File: config.mk
export PLATFORM = sky130hd
export DESIGN_NAME = mem_port_arbiter
export DESIGN_NICKNAME = d
export VERILOG_FILES = /design/src/rtl/mem_port_arbiter.sv
export SDC_FILE = /design/constraint.sdc
export NUM_CORES = 1
export LEC_CHECK = 0
export ABC_AREA = 1
export ABC_CLOCK_PERIOD_IN_PS = 2670
export BUFFER_PORTS_ARGS = -buffer_cell sky130_fd_sc_hd__buf_2
export CAP_MARGIN = 20
export CORE_ASPECT_RATIO = 0.9
export CORE_MARGIN = 5
export CORE_UTILIZATION = 46
export DETAILED_ROUTE_END_ITERATION = 8
export PLACE_DENSITY = 0.86
export REMOVE_ABC_BUFFERS = 1
export SYNTH_ARGS = -nofsm -noshare
export SYNTH_HDL_FRONTEND = slang
export SYNTH_SLANG_ARGS = --single-unit
File: constraint.sdc
create_clock -name clk -period 2.67 [get_ports clk]
set_input_delay 0.267 -clock clk [delete_from_list [all_inputs] [get_ports clk]]
set_output_delay 0.267 -clock clk [all_outputs]
set_load 0.05 [all_outputs]
File: src/rtl/mem_port_arbiter.sv
// Grants the serial memory TX channel to one of N clients (zero-cycle on an idle channel, frozen while locked)
// and routes RX replies to their issuers via an ordered ID FIFO; a full FIFO withholds tx_command_valid.
module mem_port_arbiter #(
    parameter int NUM_CLIENTS     = 2,
    parameter int IO_BITS         = 2,
    parameter int CMD_BITS        = 3,
    parameter int MAX_OUTSTANDING = 7,
    parameter int RR_MODE         = 0,
    parameter int DEFAULT_CLIENT  = 0,
    localparam int CW = (NUM_CLIENTS > 2) ? $clog2(NUM_CLIENTS) : 1
) (
    input  logic                            clk,
    input  logic                            reset,
    input  logic [NUM_CLIENTS-1:0]          cl_tx_command_valid,
    input  logic [NUM_CLIENTS*CMD_BITS-1:0] cl_tx_command,
    input  logic [NUM_CLIENTS*IO_BITS-1:0]  cl_tx_data,
    input  logic [NUM_CLIENTS-1:0]          cl_reply_wanted,
    input  logic [NUM_CLIENTS-1:0]          cl_reserve,
    output logic                            tx_command_valid,
    output logic [CMD_BITS-1:0]             tx_command,
    output logic [IO_BITS-1:0]              tx_data,
    input  logic                            tx_command_started,
    input  logic                            tx_active,
    input  logic                            tx_data_next,
    input  logic                            tx_done,
    input  logic                            rx_started,
    input  logic                            rx_active,
    input  logic                            rx_sbs_valid,
    input  logic                            rx_data_valid,
    input  logic                            rx_done,
    output logic [NUM_CLIENTS-1:0]          cl_tx_command_started,
    output logic [NUM_CLIENTS-1:0]          cl_tx_active,
    output logic [NUM_CLIENTS-1:0]          cl_tx_data_next,
    output logic [NUM_CLIENTS-1:0]          cl_tx_done,
    output logic [NUM_CLIENTS-1:0]          cl_rx_started,
    output logic [NUM_CLIENTS-1:0]          cl_rx_active,
    output logic [NUM_CLIENTS-1:0]          cl_rx_sbs_valid,
    output logic [NUM_CLIENTS-1:0]          cl_rx_data_valid,
    output logic [NUM_CLIENTS-1:0]          cl_rx_done,
    output logic [CW-1:0]                   grant_id,
    output logic [3:0]                      outstanding,
    output logic                            fifo_full,
    output logic                            rx_orphan
);

    localparam int PW = (MAX_OUTSTANDING > 1) ? $clog2(MAX_OUTSTANDING) : 1;
    localparam logic [CW-1:0] DEF_ID    = CW'(DEFAULT_CLIENT);
    localparam logic [PW-1:0] LAST_SLOT = PW'(MAX_OUTSTANDING - 1);

    logic [NUM_CLIENTS-1:0] want;
    logic [NUM_CLIENTS-1:0] gnt_sel;
    logic [NUM_CLIENTS-1:0] head_sel;
    logic [CW-1:0]          grant_q;
    logic [CW-1:0]          rr_ptr_q;
    logic [CW-1:0]          sel_id;
    logic [CW-1:0]          head_id;
    logic                   locked;
    logic                   found;
    int                     idx;
    logic                   valid_sel;
    logic                   reply_sel;

    logic [CW-1:0]          fifo_mem [MAX_OUTSTANDING];
    logic [PW-1:0]          wr_ptr_q;
    logic [PW-1:0]          rd_ptr_q;
    logic [3:0]             count_q;
    logic                   fifo_empty;
    logic                   push;
    logic                   pop;

    assign want   = cl_tx_command_valid | cl_reserve;
    assign locked = tx_active | cl_reserve[grant_q];

    // Round robin scans upward from the last started client, so the pointer itself is tried last.
    always_comb begin
        sel_id = DEF_ID;
        found  = 1'b0;
        idx    = 0;
        if (RR_MODE != 0) begin
            for (int k = 1; k <= NUM_CLIENTS; k++) begin
                idx = int'(rr_ptr_q) + k;
                if (idx >= NUM_CLIENTS) idx = idx - NUM_CLIENTS;
                if (!found && want[CW'(idx)]) begin
                    sel_id = CW'(idx);
                    found  = 1'b1;
                end
            end
        end else begin
            for (int i = 0; i < NUM_CLIENTS; i++) begin
                if (want[i]) sel_id = CW'(i);
            end
        end
    end

    assign grant_id = locked ? grant_q : sel_id;

    always_comb begin
        gnt_sel    = '0;
        head_sel   = '0;
        tx_command = '0;
        tx_data    = '0;
        valid_sel  = 1'b0;
        reply_sel  = 1'b0;
        for (int i = 0; i < NUM_CLIENTS; i++) begin
            gnt_sel[i]  = (grant_id == CW'(i));
            head_sel[i] = !fifo_empty && (head_id == CW'(i));
            if (grant_id == CW'(i)) begin
                tx_command = cl_tx_command[i*CMD_BITS +: CMD_BITS];
                tx_data    = cl_tx_data[i*IO_BITS +: IO_BITS];
                valid_sel  = cl_tx_command_valid[i];
                reply_sel  = cl_reply_wanted[i];
            end
        end
    end

    assign tx_command_valid = valid_sel & ~fifo_full;

    assign cl_tx_command_started = {NUM_CLIENTS{tx_command_started}} & gnt_sel;
    assign cl_tx_active          = {NUM_CLIENTS{tx_active}}          & gnt_sel;
    assign cl_tx_data_next       = {NUM_CLIENTS{tx_data_next}}       & gnt_sel;
    assign cl_tx_done            = {NUM_CLIENTS{tx_done}}            & gnt_sel;

    assign cl_rx_started    = {NUM_CLIENTS{rx_started}}    & head_sel;
    assign cl_rx_active     = {NUM_CLIENTS{rx_active}}     & head_sel;
    assign cl_rx_sbs_valid  = {NUM_CLIENTS{rx_sbs_valid}}  & head_sel;
    assign cl_rx_data_valid = {NUM_CLIENTS{rx_data_valid}} & head_sel;
    assign cl_rx_done       = {NUM_CLIENTS{rx_done}}       & head_sel;

    // Reply-ID FIFO: a push into an empty FIFO only becomes the head on the following cycle.
    assign fifo_empty  = (count_q == 4'd0);
    assign fifo_full   = (count_q == 4'(MAX_OUTSTANDING));
    assign outstanding = count_q;
    assign head_id     = fifo_mem[rd_ptr_q];
    assign pop         = rx_done & ~fifo_empty;
    assign push        = tx_command_started & reply_sel & (~fifo_full | pop);

    always_ff @(posedge clk) begin
        if (push) fifo_mem[wr_ptr_q] <= grant_id;
    end

    always_ff @(posedge clk or posedge reset) begin
        if (reset) begin
            grant_q   <= DEF_ID;
            rr_ptr_q  <= DEF_ID;
            wr_ptr_q  <= '0;
            rd_ptr_q  <= '0;
            count_q   <= 4'd0;
            rx_orphan <= 1'b0;
        end else begin
            if (!locked) grant_q <= sel_id;
            if (tx_command_started) rr_ptr_q <= grant_id;
            if (push) wr_ptr_q <= (wr_ptr_q == LAST_SLOT) ? '0 : wr_ptr_q + PW'(1);
            if (pop) rd_ptr_q <= (rd_ptr_q == LAST_SLOT) ? '0 : rd_ptr_q + PW'(1);
            case ({push, pop})
                2'b10:   count_q <= count_q + 4'd1;
                2'b01:   count_q <= count_q - 4'd1;
                default: count_q <= count_q;
            endcase
            if (rx_started && fifo_empty) rx_orphan <= 1'b1;
        end
    end

endmodule

# Word level (Yosys, flattened, before mapping)
# Memories as Yosys holds them, arrays and structs flattened.
# Cells that the tools add are included.
[op_classes] add_sub_neg=4 multipliers=0 div_mod_pow=0 order_cmp=1 eq_ne=5 shifts=0 mux=13 bitwise=20 n_reduce_logical=6
[ops] cell="$and A2 B2 Y2" n=9
[ops] cell="$mux W3" n=3
[ops] cell="$mux W1" n=8
[ops] cell="$pmux W4 S2" n=1
[ops] cell="$add A3 B1 Y3 const B" n=2
[ops] cell="$eq A3 B3 Y1 const B" n=2
[ops] cell="$add A4 B1 Y4 const B" n=1
[ops] cell="$and A1 B1 Y1" n=4
[ops] cell="$eq A4 B3 Y1 const B" n=1
[ops] cell="$logic_not A4 Y1" n=1
[ops] cell="$not A1 Y1" n=4
[ops] cell="$sub A4 B1 Y4 const B" n=1
[ops] cell="$logic_and A1 B1 Y1" n=3
[ops] cell="$eq A2 B1 Y1 const B" n=1
[ops] cell="$eq A2 B2 Y1 const B" n=1
[ops] cell="$lt A1 B2 Y1 const B" n=1
[ops] cell="$mux W2" n=1
[ops] cell="$or A1 B1 Y1" n=2
[ops] cell="$or A2 B2 Y2" n=1
[ops] cell="$reduce_bool A2 Y1" n=1
[ops] cell="$logic_not A1 Y1" n=1
[word_totals] reg_bits=12 latchBits=0 mem_bits_rw=7 mem_bits_ro=0 out_inout_bits=31 elab_cells=55 n_memories=1
[memory_table] name="fifo_mem" words=7 word_bits=1 rd=1 rd_clocked_by_memory_dff=0 wr=1 line_no="63" text="logic [CW-1:0] fifo_mem [MAX_OUTSTANDING];"

# Logic depth before layout (Yosys ltp)
# Gate-level depths: netlist (run 1).
[depth] ltp_word=9 depth_mapped=16

# Worst setup path before layout (run 1)
# Ideal clock, no wire load.
[synth_path] path_type="reg-to-reg" start="register count_q[0] (netlist: outstanding[0])" end="register count_q[2] (netlist: outstanding[2])" setup_time_ns=0.127 arrival_time_ns=2.621 setup_slack_ns=-0.078 path_stages_with_launch=14 n_path_buf=1 path_cell_list="dfrtp_1 > nand2_2 > nor3_4 > nand2_2 > nand3_2 > buf_6 > ha_1 > nand2_1 > inv_1 > nor2_1 > ha_1 > a21oi_1 > xor2_1 > o21ai_0"
[synth_lines] element="start: declaration" line_no="66" text="logic [3:0] count_q;"
[synth_lines] element="start signal: assignment" line_no="155" text="2'b10: count_q <= count_q + 4'd1;"
[synth_lines] element="start signal: assignment" line_no="156" text="2'b01: count_q <= count_q - 4'd1;"
[synth_lines] element="start signal: assignment" line_no="157" text="default: count_q <= count_q;"
[synth_lines] element="$eq A4 B3 Y1 (*)" line_no="131" text="assign fifo_full = (count_q == 4'(MAX_OUTSTANDING));"
[synth_lines] element="net fifo_full" line_no="42" text="output logic fifo_full,"
[synth_lines] element="$not A1 Y1 (*)" line_no="135" text="assign push = tx_command_started & reply_sel & (~fifo_full | pop);"
[synth_lines] element="$or A1 B1 Y1 (*)" line_no="135"
[synth_lines] element="$and A1 B1 Y1 (*)" line_no="135"
[synth_lines] element="$eq A2 B1 Y1 or $eq A2 B2 Y1 (tied branches)" line_no="154" text="case ({push, pop})"
[synth_lines] element="$pmux W4 S2 or $reduce_bool A2 Y1 (tied branches)"
# Mark *: on every way through the listed nets, which the timed path passes. The rest lies on a longest branch.
# A chain may end at the register's enable or synchronous reset.

# Final worst setup path (run 1)
[layout_path] start="register count_q[0] (netlist: outstanding[0])" end="register count_q[2] (netlist: outstanding[2])"
[layout_via] elab_chain_len=7
[layout_rtl] element="$logic_not A4 Y1" line_no="130" text="assign fifo_empty = (count_q == 4'd0);"
[layout_rtl] element="$not A1 Y1" line_no="134" text="assign pop = rx_done & ~fifo_empty;"
[layout_rtl] element="$and A1 B1 Y1" line_no="134"
[layout_rtl] element="$or A1 B1 Y1" line_no="135"
[layout_rtl] element="$and A1 B1 Y1" line_no="135"
[layout_rtl] element="$eq A2 B1 Y1 or $eq A2 B2 Y1 (tied branches)" line_no="154"
[layout_rtl] element="$pmux W4 S2 or $reduce_bool A2 Y1 (tied branches)"
# Parallel ways exist; a longest one is shown, timed or not.

==> results of run 1 <==
registers in the layout (all words and copies together), names as in the netlist:
signal,count
grant_q,1
rd_ptr_q,3
outstanding,4
rx_orphan,1
fifo_mem,7
wr_ptr_q,3
stage by stage:
step           power (mW)  util (%)  cell area [um^2]  hold WS [ns]  instances
6_report             1.93      63.0              1600         0.238        262
5_1_grt              2.08      63.0              1600         0.245        262
4_1_cts              1.95      63.0              1600         0.236        262
3_5_place_dp         1.79      61.4              1560         0.303        257
3_3_place_gp         1.76      61.4              1560         0.309        257
2_1_floorplan        1.50         -              1230         0.132        171
placed cells by master, fill, tap and decap left out, types with 2 or more instances in the layout:
cell,instances
edfxtp_1,7
nor2_1,31
buf_2,57
inv_1,23
o21ai_0,6
a21oi_1,3
nand3_2,2
clkbuf_4,3
dfrtp_1,12
nand2_2,7
nand4_1,6
ha_1,3
o211ai_1,3
or2_2,2
nand3_1,11
nand2_1,48
routing by layer:
metal	up-vias	GRT usage (%)
li1	677	-
met5	-	0
met2	63	28.1
met4	0	5.12
met3	2	5.12
met1	572	18.6
worst reg2reg max path, cell delays in order (launching register included):
cell,delay (ns)
dfrtp_1,0.51
nor2_1,0.09
nand3_2,0.10
nand2_2,0.10
nand2_2,0.11
nand3_2,0.24
ha_1,0.33
nand2_1,0.10
inv_1,0.05
nor2_1,0.16
ha_1,0.17
a21oi_1,0.05
xor2_1,0.17
o21ai_0,0.13
path summary, 6_finish.rpt:
check	to	slack, ns	cells past startpoint
min reg2reg	rx_orphan$_DFFE_PP0P_	0.49	1
min in group asynchronous	outstanding[0]$_DFFE_PP0P_	0.50	3
min	rx_orphan$_DFFE_PP0P_	0.24	3
max	outstanding[2]$_DFFE_PP0P_	0.31	13
max in group asynchronous	wr_ptr_q[0]$_DFFE_PP0P_	1.86	3
max reg2reg	outstanding[2]$_DFFE_PP0P_	0.31	13
final cells by class:
type | count | area [um^2]
inverters | 25 | 93.8
repair buffers | 59 | 303
multi-input cells | 127 | 623
clock inverters | 1 | 7.51
flip-flops and latches | 19 | 510
well taps | 28 | 35.0
clock buffers | 3 | 22.5
fillers | 217 | 936
kinds of logic after synthesis:
kind of cell	count (synthesis)
AO/OA/AOI/OAI	14
XOR/XNOR	2
adder cells (fa/ha/maj)	3
buffers and inverters	27
flip-flops	19
AND/OR/NAND/NOR	108
power groups by stage:
stage          Combinational, mW  Sequential [mW]  Clock (mW)
3_3_place_gp                1.25            0.513           0
4_1_cts                     1.27            0.512       0.160
2_1_floorplan              0.873            0.626           0
5_1_grt                     1.37            0.533       0.170
3_5_place_dp                1.27            0.516           0
6_report                    1.26            0.512       0.154
==> flow_metrics.env, run 1 <==
export IMPL_max_cap_violations=0
export IMPL_path_max_fanout=12
export IMPL_slew_headroom_pct=69.0
export IMPL_yosysMostFrequentCell="nand2_1"
export IMPL_crit_buf_inv=1
export IMPL_clock_latency_ns=0.31
export IMPL_max_stage_delay_ns=0.51
export IMPL_die_h_um=59.4
export IMPL_yosysTopAreaCellShare_pct=24.1
export IMPL_dieArea_um2=3850
export IMPL_grt_first_pass_wirelength_um=4840
export IMPL_synthTopCellsByCount="nand2_1 (48), nor2_1 (31), inv_1 (23), dfrtp_1 (12), nand3_1 (11)"
export IMPL_cts_hold_buf=1
export IMPL_fmax_mhz=423
export IMPL_crit_path_start_kind="register"
export IMPL_worst_slew_pin_slew_ns=0.464
export IMPL_synth_edf_count=7
export IMPL_ys_ff_latch=19
export IMPL_cp_required_ns=2.91
export IMPL_track_usage_pct=16.0
export IMPL_io_buffers=57
export IMPL_drt_iter0_drc=78
export IMPL_hold_viol=0
export IMPL_routed_top_layer="met4"
export IMPL_met1_length_um=1310
export IMPL_viasPerCell=5.02
export IMPL_slew_viol_final=0
export IMPL_grt_max_degree=18
export IMPL_dpl_worst_slack_ns=0.337
export IMPL_r2r_start="outstanding[0]$_DFFE_PP0P_"
export IMPL_vias=1314
export IMPL_muxShareOfSynthArea_pct=0
export IMPL_cts_reportedPaths_clkPinSlew_ns=0.12
export IMPL_place_gp_congestion=0.857
export IMPL_critPathKind="reg -> reg"
export IMPL_p_seq_share_pct=26.5
export IMPL_worstPathCellList="nor2_1, nand3_2, nand2_2, nand2_2, nand3_2, ha_1, nand2_1, inv_1, nor2_1, ha_1, a21oi_1, xor2_1, o21ai_0"
export IMPL_synthCells=173
export IMPL_layout_min_cycle_time_ns=2.36
export IMPL_yosysWarnings=0
export IMPL_dp_hpwl_um=2370
export IMPL_post_cts_setup_buffers=0
export IMPL_netlist_area_um2=1250
export IMPL_cts_htree_levels=1
export IMPL_synthSimpleGateAreaFrac_pct=38.7
export IMPL_synth_top_family_by_area="simple AND/OR/NAND/NOR gates"
export IMPL_synth_area_top_cells="dfrtp_1 (24%), edfxtp_1 (17%), nand2_1 (14%), nor2_1 (9.3%), inv_1 (6.9%)"
export IMPL_status="complete, no violations"
export IMPL_sw_frac_of_total_pct=60.1
export IMPL_ys_types=23
export IMPL_wl_met2_um=1310
export IMPL_cts_sinks=19
export IMPL_clk_path_buf_depth=2
export IMPL_fin_setup_tns_ns=0
export IMPL_switching_power_mw=1.16
export IMPL_async_reset_ff_share_pct=63.2
export IMPL_cts_resized=0
export IMPL_yosysTopAreaCell="dfrtp_1"
export IMPL_worstPathArrival_ns=2.60
export IMPL_static_leakage_power_nw=0.902
export IMPL_drive_gt1_share_pct=32.5
export IMPL_ir_worst_vdd_mv=0.538
export IMPL_grt_overflow_total=0
export IMPL_die_w_um=64.9
export IMPL_route_detailed_drc=0
export IMPL_diodes=0
export IMPL_internal_power_uw=770
export IMPL_dr_wl_met3_um=278
export IMPL_critPathCaptureType="register"
export IMPL_pin_count=58
export IMPL_p_clk_share_pct=8.0
export IMPL_ys_dominant_reg_cell="dfrtp_1"
export IMPL_grt_antenna_before_repair=0
export IMPL_start_util_pct=49.2
export IMPL_fin_nets=265
export IMPL_cts_root_buf="clkbuf_4"
export IMPL_setup_violations=0
export IMPL_dr_pass1_iters=4
export IMPL_grt_pass1_vias=1242
export IMPL_ant_nets=0
export IMPL_avgRoutedWirePerCell_um=11.1
export IMPL_hold_class="in -> reg"
export IMPL_cellPowerDensity_nw_per_um2=1210
export IMPL_core_um2=2530
export IMPL_rsz0062_at_grt="no"
export IMPL_synth_xor_area_share_pct=1.41
export IMPL_cp_slowest_cell="dfrtp_1"
export IMPL_power_frac_comb_pct=65.5
export IMPL_finalCritPeriodShare_pct=88.5
export IMPL_worst_slack_ns=0.308
export IMPL_synthAdderAreaFrac_pct=3.01
export IMPL_synth_area_per_cell_um2=7.20
export IMPL_synth_compound_area_share_pct=6.93
export IMPL_area_growth_synth_to_final_pct=28.0
export IMPL_crit_path_start="outstanding[0]$_DFFE_PP0P_"
export IMPL_cp_top_family="simple AND/OR/NAND/NOR gates"
export IMPL_clock_skew_ns=0.00395
export IMPL_cts_made_buffers=3
export IMPL_wl_um=2920
export IMPL_row_count=17
export IMPL_tritoncts="done"
export IMPL_hold_start="rx_started"
export IMPL_ys_seq_area_share_pct=41.0
(Power assumes the default switching activity.)
==> inputs of run 2 (changes only) <==
Settings changed: ABC_CLOCK_PERIOD_IN_PS 2670 to 2000, CORE_UTILIZATION 46 to 35, PLACE_DENSITY 0.86 to 0.72.
Clock period 2.67 ns to 2 ns, I/O delays scaled along.
==> run 2 against run 1 <==
Effect of this change: via count rose by 3.4%; count of clock-buffer cells in the layout did not move; sequential power rose by 28%; cell area rose by 17%; register-to-register slack got worse by 0.23 ns; global-route usage fell by 2.8 points; sequential cell count did not move; first-iteration DRC count fell by 83%; maximum frequency rose by 23%; critical path type unchanged; critical endpoint unchanged.
==> flow_metrics.env, run 2 (synthesis results as in run 1) <==
export IMPL_path_max_fanout=4
export IMPL_io_buffers=57
export IMPL_vias=1359
export IMPL_cts_reportedPaths_clkPinSlew_ns=0.07
export IMPL_max_stage_delay_ns=0.42
export IMPL_diodes=0
export IMPL_route_detailed_drc=0
export IMPL_track_usage_pct=13.3
export IMPL_avgRoutedWirePerCell_um=11.0
export IMPL_drt_iter0_drc=13
export IMPL_cp_required_ns=2.15
export IMPL_grt_pass1_vias=1207
export IMPL_whs_ns=0.247
export IMPL_layout_min_cycle_time_ns=1.92
export IMPL_cp_slowest_cell="dfrtp_1"
export IMPL_dp_cells=284
export IMPL_worstPathArrival_ns=2.07
export IMPL_crit_buf_inv=1
export IMPL_area_growth_synth_to_final_pct=49.7
export IMPL_start_util_pct=36.6
export IMPL_met1_length_um=1380
export IMPL_setup_violations=0
export IMPL_clock_skew_ns=0.00514
export IMPL_status="complete, no violations"
export IMPL_worst_r2r_path_depth=12
export IMPL_fmax_mhz=521
export IMPL_viasPerCell=4.56
export IMPL_largest_register="fifo_mem"
export IMPL_post_route_cell_area_um2=1870
export IMPL_critPathCaptureType="register"
export IMPL_min_to="rx_orphan$_DFFE_PP0P_"
export IMPL_hold_depth=3
export IMPL_clk_path_buf_depth=2
export IMPL_fin_nets=285
export IMPL_worst_slew_pin_slew_ns=0.526
export IMPL_tritoncts="done"
export IMPL_clock_latency_ns=0.26
export IMPL_hold_class="in -> reg"
export IMPL_cts_root_buf="clkbuf_8"
export IMPL_slew_viol_final=0
export IMPL_reg2reg_setup_slack_ns=0.08
export IMPL_dp_hpwl_um=2410
export IMPL_grt_first_pass_wirelength_um=4980
export IMPL_drive_gt1_share_pct=42.1
export IMPL_placedInstanceArea_um2=1660
export IMPL_die_w_um=72.9
export IMPL_cp_top_family="simple AND/OR/NAND/NOR gates"
export IMPL_ant_nets=0
export IMPL_hold_viol=0
export IMPL_r2r_start="outstanding[2]$_DFFE_PP0P_"
export IMPL_fillers=325
export IMPL_ir_worst_vdd_mv=0.954
export IMPL_grt_overflow_total=0
export IMPL_core_um2=3400
export IMPL_grt_max_degree=13
export IMPL_wl_met2_um=1500
export IMPL_largest_reg_flops=7
export IMPL_place_gp_congestion=0.802
export IMPL_routed_top_layer="met4"
export IMPL_final_common_cell="buf_2"
export IMPL_die_h_um=66.6
export IMPL_slew_headroom_pct=64.9
export IMPL_pin_count=58
export IMPL_dieArea_um2=4860
export IMPL_final_util_pct=54.8
export IMPL_worstPathCellList="nand2_2, nor3_4, nand2_4, nand3_4, ha_4, nand2_1, inv_1, nor2_2, ha_2, a21oi_2, xor2_1, o21ai_1"
export IMPL_cts_made_buffers=3
export IMPL_finalCritPeriodShare_pct=96.0
export IMPL_wl_um=3280
export IMPL_dr_pass1_iters=4
export IMPL_cts_htree_levels=1
export IMPL_row_count=20
export IMPL_grt_antenna_before_repair=0
export IMPL_fin_setup_tns_ns=0
export IMPL_dr_wl_met3_um=370
export IMPL_mostFrequentLayoutCells="buf_2 (52), nand2_1 (46), nor2_1 (28)"
export IMPL_max_cap_violations=0
export IMPL_cts_sinks=19
export IMPL_cellPowerDensity_nw_per_um2=1600
export IMPL_critPathKind="reg -> reg"
export IMPL_r2r_end="outstanding[2]$_DFFE_PP0P_"
export IMPL_hold_start="rx_started"
export IMPL_crit_path_start_kind="register"
export IMPL_final_cell_count_no_fill=298
export IMPL_static_leakage_power_nw=1.02
-- run 2: cell count changes in the layout (fill, tap and decap cells not counted), moves of 3 or more --
| cell | change |
|---|---|
| buf_4 | +22 |
| nor2_2 | +3 |
| buf_2 | -5 |
| clkbuf_8 | +3 |
| nor2_1 | -3 |
-- run 2: worst reg2reg max path, stage by stage, from the launching register on --
cell     delay, ns
dfrtp_1       0.42
nand2_2       0.10
nor3_4        0.25
nand2_4       0.08
nand3_4       0.10
ha_4          0.15
nand2_1       0.07
inv_1         0.07
nor2_2        0.05
ha_2          0.18
a21oi_2       0.11
xor2_1        0.14
o21ai_1       0.09
-- run 2: how the worst max path moves through the flow --
| stage | start | to | slack (ns) | cells past startpoint |
|---|---|---|---|---|
| 2_1_floorplan | outstanding[0]$_DFFE_PP0P_ | outstanding[2]$_DFFE_PP0P_ | -0.74 | 12 |
| 3_3_place_gp | outstanding[3]$_DFFE_PP0P_ | outstanding[2]$_DFFE_PP0P_ | 0.1 | 13 |
| 3_5_place_dp | outstanding[3]$_DFFE_PP0P_ | outstanding[2]$_DFFE_PP0P_ | -0.06 | 13 |
| 4_1_cts | outstanding[3]$_DFFE_PP0P_ | outstanding[2]$_DFFE_PP0P_ | 0.01 | 12 |
| 5_1_grt | rd_ptr_q[0]$_DFFE_PP0P_ | cl_rx_active[1] | -0.008 | 8 |
| 6_report | outstanding[2]$_DFFE_PP0P_ | outstanding[2]$_DFFE_PP0P_ | 0.08 | 12 |
-- run 2: what timing repair did --
| action | in CTS | in global routing |
|---|---|---|
| setup buffers | 4 | 5 |
| hold endpoints to repair | 12 | 0 |
| gates resized for setup | 3 | 26 |
| setup endpoints to repair | 1 | 17 |
| hold buffers | 1 | 0 |
| pin swaps | 0 | 11 |
-- run 2: per-layer routing --
metal,vias up,global-route usage (%)
met3,4,4.22
met4,0,4.15
met2,69,22.0
met1,578,16.3
li1,708,-
met5,-,0
-- run 2: report_power, final --
group	leakage (nW)	switching, mW	internal, mW	total [mW]
combinational	0.791	1.39	0.662	2.05
sequential	0.206	0.124	0.532	0.656
clock	0.0255	0.138	0.139	0.277
total	1.02	1.65	1.33	2.98
-- run 2: layout make-up --
type	instances	area (um^2)	area share, %
clock inverter	1	5.00	0.268
tap	44	55.1	2.95
inverter	25	97.6	5.23
sequential	19	512	27.4
timing repair buffer	79	473	25.4
clock buffer	3	41.3	2.21
multi-input combinational	127	682	36.6
-- run 2: metrics by stage --
stage | power [mW] | setup WS (ns)
2_1_floorplan | 2.00 | -0.740
3_3_place_gp | 2.46 | 0.0985
3_5_place_dp | 2.47 | -0.0648
4_1_cts | 2.83 | 0.0139
5_1_grt | 3.18 | -0.00761
6_report | 2.98 | 0.0792
